### src/rtl/dmem_arbiter.sv
// Shares the single data-memory port between the CPU MEM stage and a debug requester.
// Serialises accesses, stalls the CPU while its access is pending and returns read data.
module dmem_arbiter #(
  parameter int ADDR_W    = 32,
  parameter int DATA_W    = 32,
  parameter int RD_LAT    = 1,
  parameter int CPU_BURST = 4
) (
  input  logic              clk,
  input  logic              rstn,
  input  logic              cpu_rd,
  input  logic              cpu_wr,
  input  logic [ADDR_W-1:0] cpu_addr,
  input  logic [2:0]        cpu_amp,
  input  logic [DATA_W-1:0] cpu_wdata,
  output logic [DATA_W-1:0] cpu_rdata,
  output logic              cpu_stall,
  input  logic              dbg_req,
  input  logic              dbg_we,
  input  logic [ADDR_W-1:0] dbg_addr,
  input  logic [2:0]        dbg_amp,
  input  logic [DATA_W-1:0] dbg_wdata,
  output logic              dbg_ack,
  output logic [DATA_W-1:0] dbg_rdata,
  output logic              mem_re,
  output logic              mem_we,
  output logic [ADDR_W-1:0] mem_addr,
  output logic [2:0]        mem_amp,
  output logic [DATA_W-1:0] mem_wdata,
  input  logic [DATA_W-1:0] mem_rdata
);

  localparam int              BW        = $clog2(CPU_BURST + 1);
  localparam logic [BW-1:0]   BURST_MAX = BW'(CPU_BURST);
  localparam logic [1:0]      WAIT_INIT = (RD_LAT > 1) ? 2'(RD_LAT - 2) : 2'd0;

  typedef enum logic [1:0] {
    S_IDLE  = 2'd0,
    S_ISSUE = 2'd1,
    S_WAIT  = 2'd2,
    S_DONE  = 2'd3
  } state_t;

  state_t            state_q, state_d;
  logic              mem_re_q, mem_re_d;
  logic              mem_we_q, mem_we_d;
  logic [ADDR_W-1:0] mem_addr_q, mem_addr_d;
  logic [2:0]        mem_amp_q, mem_amp_d;
  logic [DATA_W-1:0] mem_wdata_q, mem_wdata_d;
  logic              wr_q, wr_d;
  logic              owner_dbg_q, owner_dbg_d;
  logic              last_dbg_q, last_dbg_d;
  logic [BW-1:0]     burst_q, burst_d;
  logic [1:0]        wait_q, wait_d;
  logic              dbg_ack_q, dbg_ack_d;
  logic [DATA_W-1:0] cpu_rdata_q, cpu_rdata_d;
  logic [DATA_W-1:0] dbg_rdata_q, dbg_rdata_d;

  logic cpu_req_s;
  logic grant_cpu_s;
  logic grant_dbg_s;
  logic cpu_done_s;
  logic rd_done_s;

  assign cpu_req_s  = cpu_rd | cpu_wr;
  assign cpu_done_s = (state_q == S_DONE) && !owner_dbg_q;
  assign rd_done_s  = (state_q == S_DONE) && !wr_q;

  assign cpu_stall = cpu_req_s & ~cpu_done_s;
  assign cpu_rdata = (rd_done_s && !owner_dbg_q) ? mem_rdata : cpu_rdata_q;
  assign dbg_rdata = (rd_done_s && owner_dbg_q) ? mem_rdata : dbg_rdata_q;
  assign dbg_ack   = dbg_ack_q;
  assign mem_re    = mem_re_q;
  assign mem_we    = mem_we_q;
  assign mem_addr  = mem_addr_q;
  assign mem_amp   = mem_amp_q;
  assign mem_wdata = mem_wdata_q;

  // Round-robin arbitration, biased toward the CPU for up to CPU_BURST grants in a row.
  always_comb begin
    grant_cpu_s = 1'b0;
    grant_dbg_s = 1'b0;
    if (state_q == S_IDLE) begin
      if (cpu_req_s && dbg_req) begin
        if (last_dbg_q || (burst_q < BURST_MAX)) begin
          grant_cpu_s = 1'b1;
        end else begin
          grant_dbg_s = 1'b1;
        end
      end else if (cpu_req_s) begin
        grant_cpu_s = 1'b1;
      end else if (dbg_req) begin
        grant_dbg_s = 1'b1;
      end else begin
        grant_cpu_s = 1'b0;
      end
    end else begin
      grant_dbg_s = 1'b0;
    end
  end

  // Next-state, winner-field latch, completion and read-capture logic.
  always_comb begin
    state_d     = state_q;
    mem_re_d    = mem_re_q;
    mem_we_d    = mem_we_q;
    mem_addr_d  = mem_addr_q;
    mem_amp_d   = mem_amp_q;
    mem_wdata_d = mem_wdata_q;
    wr_d        = wr_q;
    owner_dbg_d = owner_dbg_q;
    last_dbg_d  = last_dbg_q;
    wait_d      = wait_q;
    dbg_ack_d   = dbg_ack_q;
    cpu_rdata_d = cpu_rdata_q;
    dbg_rdata_d = dbg_rdata_q;

    if (!dbg_req || grant_dbg_s) begin
      burst_d = '0;
    end else if (grant_cpu_s && (burst_q != BURST_MAX)) begin
      burst_d = burst_q + BW'(1);
    end else begin
      burst_d = burst_q;
    end

    case (state_q)
      S_IDLE: begin
        if (grant_cpu_s) begin
          state_d     = S_ISSUE;
          mem_addr_d  = cpu_addr;
          mem_amp_d   = cpu_amp;
          mem_wdata_d = cpu_wdata;
          wr_d        = cpu_wr;
          mem_we_d    = cpu_wr;
          mem_re_d    = ~cpu_wr;
          owner_dbg_d = 1'b0;
          last_dbg_d  = 1'b0;
        end else if (grant_dbg_s) begin
          state_d     = S_ISSUE;
          mem_addr_d  = dbg_addr;
          mem_amp_d   = dbg_amp;
          mem_wdata_d = dbg_wdata;
          wr_d        = dbg_we;
          mem_we_d    = dbg_we;
          mem_re_d    = ~dbg_we;
          owner_dbg_d = 1'b1;
          last_dbg_d  = 1'b1;
        end else begin
          state_d = S_IDLE;
        end
      end
      S_ISSUE: begin
        mem_re_d = 1'b0;
        mem_we_d = 1'b0;
        if (!wr_q && (RD_LAT > 1)) begin
          state_d = S_WAIT;
          wait_d  = WAIT_INIT;
        end else begin
          state_d   = S_DONE;
          dbg_ack_d = owner_dbg_q;
        end
      end
      S_WAIT: begin
        if (wait_q == 2'd0) begin
          state_d   = S_DONE;
          dbg_ack_d = owner_dbg_q;
        end else begin
          wait_d = wait_q - 2'd1;
        end
      end
      S_DONE: begin
        state_d   = S_IDLE;
        dbg_ack_d = 1'b0;
        if (!wr_q && owner_dbg_q) begin
          dbg_rdata_d = mem_rdata;
        end else if (!wr_q) begin
          cpu_rdata_d = mem_rdata;
        end else begin
          cpu_rdata_d = cpu_rdata_q;
        end
      end
      default: begin
        state_d   = S_IDLE;
        mem_re_d  = 1'b0;
        mem_we_d  = 1'b0;
        dbg_ack_d = 1'b0;
      end
    endcase
  end

  // State registers; reset aborts any access in flight and makes the CPU win the first tie.
  always_ff @(posedge clk or negedge rstn) begin
    if (!rstn) begin
      state_q     <= S_IDLE;
      mem_re_q    <= 1'b0;
      mem_we_q    <= 1'b0;
      mem_addr_q  <= '0;
      mem_amp_q   <= 3'd0;
      mem_wdata_q <= '0;
      wr_q        <= 1'b0;
      owner_dbg_q <= 1'b0;
      last_dbg_q  <= 1'b1;
      burst_q     <= '0;
      wait_q      <= 2'd0;
      dbg_ack_q   <= 1'b0;
      cpu_rdata_q <= '0;
      dbg_rdata_q <= '0;
    end else begin
      state_q     <= state_d;
      mem_re_q    <= mem_re_d;
      mem_we_q    <= mem_we_d;
      mem_addr_q  <= mem_addr_d;
      mem_amp_q   <= mem_amp_d;
      mem_wdata_q <= mem_wdata_d;
      wr_q        <= wr_d;
      owner_dbg_q <= owner_dbg_d;
      last_dbg_q  <= last_dbg_d;
      burst_q     <= burst_d;
      wait_q      <= wait_d;
      dbg_ack_q   <= dbg_ack_d;
      cpu_rdata_q <= cpu_rdata_d;
      dbg_rdata_q <= dbg_rdata_d;
    end
  end

endmodule
### config.mk
export PLATFORM = sky130hd
export DESIGN_NAME = dmem_arbiter
export DESIGN_NICKNAME = d
export VERILOG_FILES = /design/src/rtl/dmem_arbiter.sv
export SDC_FILE = /design/constraint.sdc
export NUM_CORES = 1
export LEC_CHECK = 0
export ABC_AREA = 0
export CAP_MARGIN = 40
export CORE_AREA = 4 4 114 160
export CTS_CLUSTER_SIZE = 24
export DETAILED_ROUTE_END_ITERATION = 16
export DIE_AREA = 0 0 118 164
export GPL_ROUTABILITY_DRIVEN = 0
export PLACE_DENSITY_LB_ADDON = 0.1
export SLEW_MARGIN = 20
export SYNTH_ARGS = -nofsm -noshare
export SYNTH_HDL_FRONTEND = slang
export SYNTH_SLANG_ARGS = --single-unit
### constraint.sdc
create_clock -name clk -period 2.2 [get_ports clk]
set_input_delay 0.33 -clock clk [delete_from_list [all_inputs] [get_ports clk]]
set_output_delay 0.33 -clock clk [all_outputs]
set_load 0.01 [all_outputs]
After elaboration in Yosys (flattened, before gate mapping)
Cells that the tools add are included.

Add/subtract/negate cells: 2. Multipliers: 0. Div/mod/pow operators: 0. Order comparisons: 1. Equal/unequal tests: 6. Shift operators: 0. Muxes and demuxes: 33. Bitwise gates (word level): 8. Reductions and logical operators: 24.

Operator list (number): 32-bit two-way mux (6); 1-bit two-way mux (18); 3-bit two-way mux (4); 2-bit AND reduction (5); 2-bit one-hot mux with 4 select lines (1); 1-bit logical AND (7); 3-bit inequality test, second input constant (2); 1-bit NOT (6); 2-bit nonzero test (3); 2-bit equality test, second input constant (2); 2-bit zero test (2); 1-bit one-hot mux with 2 select lines (2); 3-bit by 1-bit adder with 3-bit output, second input constant (1); 1-bit zero test (3); 3-bit less-than comparator, second input constant (1); 1-bit one-hot mux with 3 select lines (1); 3-bit AND reduction (1); 3-bit nonzero test (1); 2-bit by 1-bit equality test with 1-bit output, second input constant (1); 1-bit logical OR (2); 2-bit two-way mux (1); 2-bit inequality test, second input constant (1); 2-bit by 1-bit subtractor with 2-bit output, second input constant (1); 1-bit AND (1); 1-bit OR (1).

Register bits after elaboration: 144. Bits in latches: 0. RAM bits: 0. Bits in read-only memories: 0. Input bits: 172. Memories: 0.

Logic depth before layout (Yosys ltp)
Depth in word-level cells: 8. Mapped depth: 8. Depth with buffers taken out: 6.

Worst setup path after synthesis
No wires, ideal clock.

Path kind: reg-to-output. Start: reg state_q[0]. End: out dbg_rdata[0]. Arrival time: 1.576 ns. Data required time: 1.870 ns. Setup slack: 0.294 ns. Cell stages (with the launch flop): 6. Path buffers: 2. Cells stage by stage: dfrtp_1 > ha_1 > nand3b_1 > clkbuf_1 > buf_2 > mux2_2.

Word-level cells in the longest chain between the ends: 4.

RTL lines: start: declaration (RTL line 44) `state_t state_q, state_d;`; start signal: assignment (RTL line 209) `state_q <= state_d;`; 2-bit equality test (RTL line 67) `assign rd_done_s = (state_q == S_DONE) && !wr_q;`; 1-bit logical AND (RTL line 67); 1-bit logical AND (RTL line 71) `assign dbg_rdata = (rd_done_s && owner_dbg_q) ? mem_rdata : dbg_rdata_q;`; 32-bit two-way mux (RTL line 71); end: declaration (RTL line 24) `output logic [DATA_W-1:0] dbg_rdata,`.

Every way passes these cells.

Worst setup path after layout
Start: reg state_q[0]. End: out cpu_rdata[29].

Word-level cells in the longest chain between the ends: 4.

RTL lines: 2-bit equality test (RTL line 67); 1-bit logical AND (RTL line 67); 1-bit logical AND (RTL line 70) `assign cpu_rdata = (rd_done_s && !owner_dbg_q) ? mem_rdata : cpu_rdata_q;`; 32-bit two-way mux (RTL line 70); end: declaration (RTL line 16) `output logic [DATA_W-1:0] cpu_rdata,`.

Every way passes these cells.

==> summary.md <==
| Metric | Value |
|---|---|
| Comb pwr share | `0.526` |
| Sequential share of the synthesized area | `0.546` |
| Critical-path cell list | `ha_2 > nor3b_4 > buf_6 > buf_12 > mux2_2 > buf_2` |
| Die Ht | `164 µm` |
| Power density over the cells | `1440 nW/µm²` |
| Post-DP HPWL | `15,000 µm` |
| First drt pass iteration count | `9` |
| M1 GR Usage | `0.251` |
| Setup violators final | `56` |
| Setup WS pre-CTS | `-100 ps` |
| I/O pin cnt | `307` |
| # DRC | `0` |
| Vias in the first global route | `6,406` |
| Final worst setup slack | `-160 ps` |
| Slowest stage delay, CP | `360 ps` |
| Layout Utilization | `0.674` |
| R2R cell count | `8` |
| Die Area | `19,400 µm²` |
| Slew @ Worst Pin | `489 ps` |
| Worst slew margin | `0.674` |
| Peak Freq | `424 MHz` |
| Hold WC Path Type | `in2async` |
| Run status | `finished with violations` |
| Clk_lat worst skew | `410 ps` |
| Global-route wire length before repair | `34,600 µm` |
| Sequential power share | `0.294` |
| Worst EP arrival | `2030 ps` |
| Antenna Nets Post-Route | `0` |
| Fin. max-slew vios | `0` |
| Via Count | `5,714` |
| Mapped Cells | `510` |
| Crit Path Max Fanout | `7` |
| # rows | `56` |
| CTS sink cnt | `144` |
| Final period utilization | `1.07` |
| Sw power | `5330 µW` |
| Power after layout | `16,200 µW` |
| Avg Cell Area, Syn | `12.9 µm²` |
| Final wirelength | `22,400 µm` |
| Count of cell types in the netlist | `37` |
| Max cap viols | `0` |
| Drt initial violations | `497` |
| Startpoint Class | `flip-flop` |
| Setup Skew | `7.99 ps` |
| Avg WL per Cell | `21.0 µm` |
| Layout fillers | `1,226` |
| # H-tree levels | `4` |
| Pin count of the biggest net entering global routing | `52` |
| Met3 Use GR | `0.0734` |
| Net count, final | `1,032` |
| Starting Density | `0.396` |
| Mapped cell area | `6600 µm²` |
| Crit Reg-Reg Endpoint | `dbg_rdata_q[6]` |
| Clock-pin slew on the worst setup and hold paths | `60 ps` |
| Min Clock Period, post-route | `2360 ps` |
| Failing checks | `negative setup slack` |
| Clock power share | `0.180` |
| IO buf count | `306` |
| FF+latch count, synth | `144` |
| Fin. Hold Viols | `0` |
| VDD IR max | `0.606 mV` |
| Switching part of the total | `0.329` |
| Critical path endpoint category | `output pin` |
| Synth Net Count | `690` |
| TritonCTS Buffers | `17` |
| Avg Vias per Cell | `5.35` |
| Met2 Usage GRT | `0.413` |
| Initial antenna violation count | `0` |
| Share of cells above drive strength 1 | `0.328` |
| Overall global routing resource usage | `0.230` |
| Top Usage Layer GRT | `met2` |
| Setup Crit Path Kind | `reg2out` |
| R2r setup slk | `210 ps` |
| Power Internal | `10,800 µW` |
| CTS tree | `yes` |
| Die W | `118 µm` |
| Clock Tree Buf Depth | `2` |
| Worst hold slack | `430 ps` |
| FF-to-FF Start | `state_q[0]` |
| GRT overflow | `0` |
| Core box area | `16,700 µm²` |
| Unrepaired setup endpoints after global routing | `true` |
| Slowest CP cell | `dfrtp_1` |
| Leakage | `0.00525 µW` |
| Yosys Warn Count | `0` |
| CTS Root Cell | `clkbuf_16` |
| Required @ worst endpoint | `1870 ps` |
| P&R area growth vs syn | `70.2%` |
flip-flops by register name, indices dropped and copies added, names as in the netlist:
name	cells
burst_q	3
cpu_rdata_q	32
dbg_ack	1
dbg_rdata_q	32
last_dbg_q	1
mem_addr	32
mem_amp	3
mem_re	1
mem_wdata	32
mem_we	1
owner_dbg_q	1
state_q	2
wait_q	2
wr_q	1
worst max-delay path: cells and delay by family, from the launching register on:
| kind | cells | cell delay (ps) |
|---|---|---|
| adders and majority gates | 1 | 190 |
| buffers and inverters | 3 | 470 |
| DFF | 1 | 360 |
| muxes | 1 | 340 |
| and+or+nand+nor | 1 | 250 |
timing repair:
action	CTS	global route
hold endpoints to repair	45	0
buffers inserted	14	9
gates resized for setup	328	56
pin swaps	1	1
hold buffers	1	0
endpoints found under the setup margin	65	67
gates cloned	7	2
power groups by stage:
stage | clock network (µW) | logic (µW) | registers (µW)
global route | 3090 | 9130 | 4920
CTS | 2970 | 8270 | 4740
finish | 2910 | 8510 | 4760
detailed placement | 0 | 7730 | 4700
global placement | 0 | 7550 | 4690
floorplan | 0 | 3570 | 4810
worst max-delay path by stage:
stage                     from            end  slack (ps)  cells past startpoint
finish              state_q[0]  cpu_rdata[29]        -160                      6
global route        state_q[0]  cpu_rdata[29]        -280                      6
CTS                 state_q[0]  cpu_rdata[26]        -260                      6
detailed placement  state_q[0]  cpu_rdata[30]        -100                      5
global placement    state_q[0]   cpu_rdata[7]         -40                      5
floorplan           state_q[0]   dbg_rdata[0]         290                      5
layer usage:
layer	vias to the layer above	share of wire
met2	292	0.52
met5	-	0
met1	2807	0.37
li1	2571	-
met3	44	0.078
met4	0	0.035
cell usage in the layout (no fill, tap or decap), types with 2 or more instances in the layout:
master and count:
clkdlybuf4s50_1 240, dfrtp_1 143, inv_1 73, mux2_2 73, a222oi_1 64, buf_6 63
mux2_4 55, buf_4 29, clkbuf_16 19, nand2_1 9, buf_12 9, nor2_1 6
ha_1 6, clkinvlp_4 6, buf_2 6, clkbuf_2 5, o21ai_0 4, nand2b_1 3
mux2i_1 3, o21ai_1 3, a21oi_1 3, bufinv_16 3, nand3b_1 2, nand3_1 2
xnor2_1 2, ha_2 2, clkbuf_1 2, inv_6 2, bufbuf_16 2
kinds of logic after synthesis:
group | count (synthesis) | synth area share
simple gates | 30 | 0.0241
buf+inv | 111 | 0.0724
xor+xnor | 2 | 0.00265
mux | 131 | 0.223
flops | 144 | 0.546
compound gates | 84 | 0.117
fa+ha+maj | 8 | 0.0152
Yosys cell counts:
cell type	n	area [µm²]
dfstp_2	1	26.3
nand2_1	9	33.8
mux2i_1	3	30.0
o21ai_0	4	20.0
or2_1	1	6.26
or2_2	1	6.26
o21ai_1	3	15.0
a222oi_1	64	641
buf_2	19	95.1
ha_1	8	100
a21o_1	1	7.51
a21oi_1	3	15.0
o211a_1	1	10.0
nand2b_1	3	18.8
and4b_1	1	10.0
nand4_1	1	6.26
o41ai_1	1	8.76
mux2_2	128	1440
nor3_1	1	5.00
nand3_1	2	10.0
o31ai_1	1	7.51
and3_4	1	11.3
nor3b_1	1	7.51
clkbuf_1	14	52.6
a32oi_1	1	8.76
nor2_1	6	22.5
inv_1	73	274
buf_6	5	56.3
a21boi_0	1	7.51
a22oi_1	1	7.51
xnor2_1	2	17.5
a21oi_2	1	8.76
dfrtp_1	143	3580
o211ai_1	1	7.51
nor2b_1	1	6.26
o21ai_2	1	8.76
nand3b_1	2	15.0
final cells by class:
type,count,area [µm²],share of cell area
clock inverter,12,161,0.0144
multi-input combinational,255,2760,0.245
inverter,73,274,0.0244
sequential,144,3600,0.321
timing repair buffer,361,3750,0.334
tap,203,254,0.0226
antenna,1,2.50,0.000223
clock buffer,19,433,0.0385
per-stage QoR:
stage | instances | setup TNS [ps] | cell area (µm²)
after global routing | 1067 | -11380 | 11200
after detailed placement | 1007 | -3730 | 10000
after CTS | 1060 | -6290 | 11100
final | 1068 | -5290 | 11200
after floorplan | 510 | 0 | 6600
after global placement | 1007 | -889 | 10000
(Power assumes the default switching activity.)
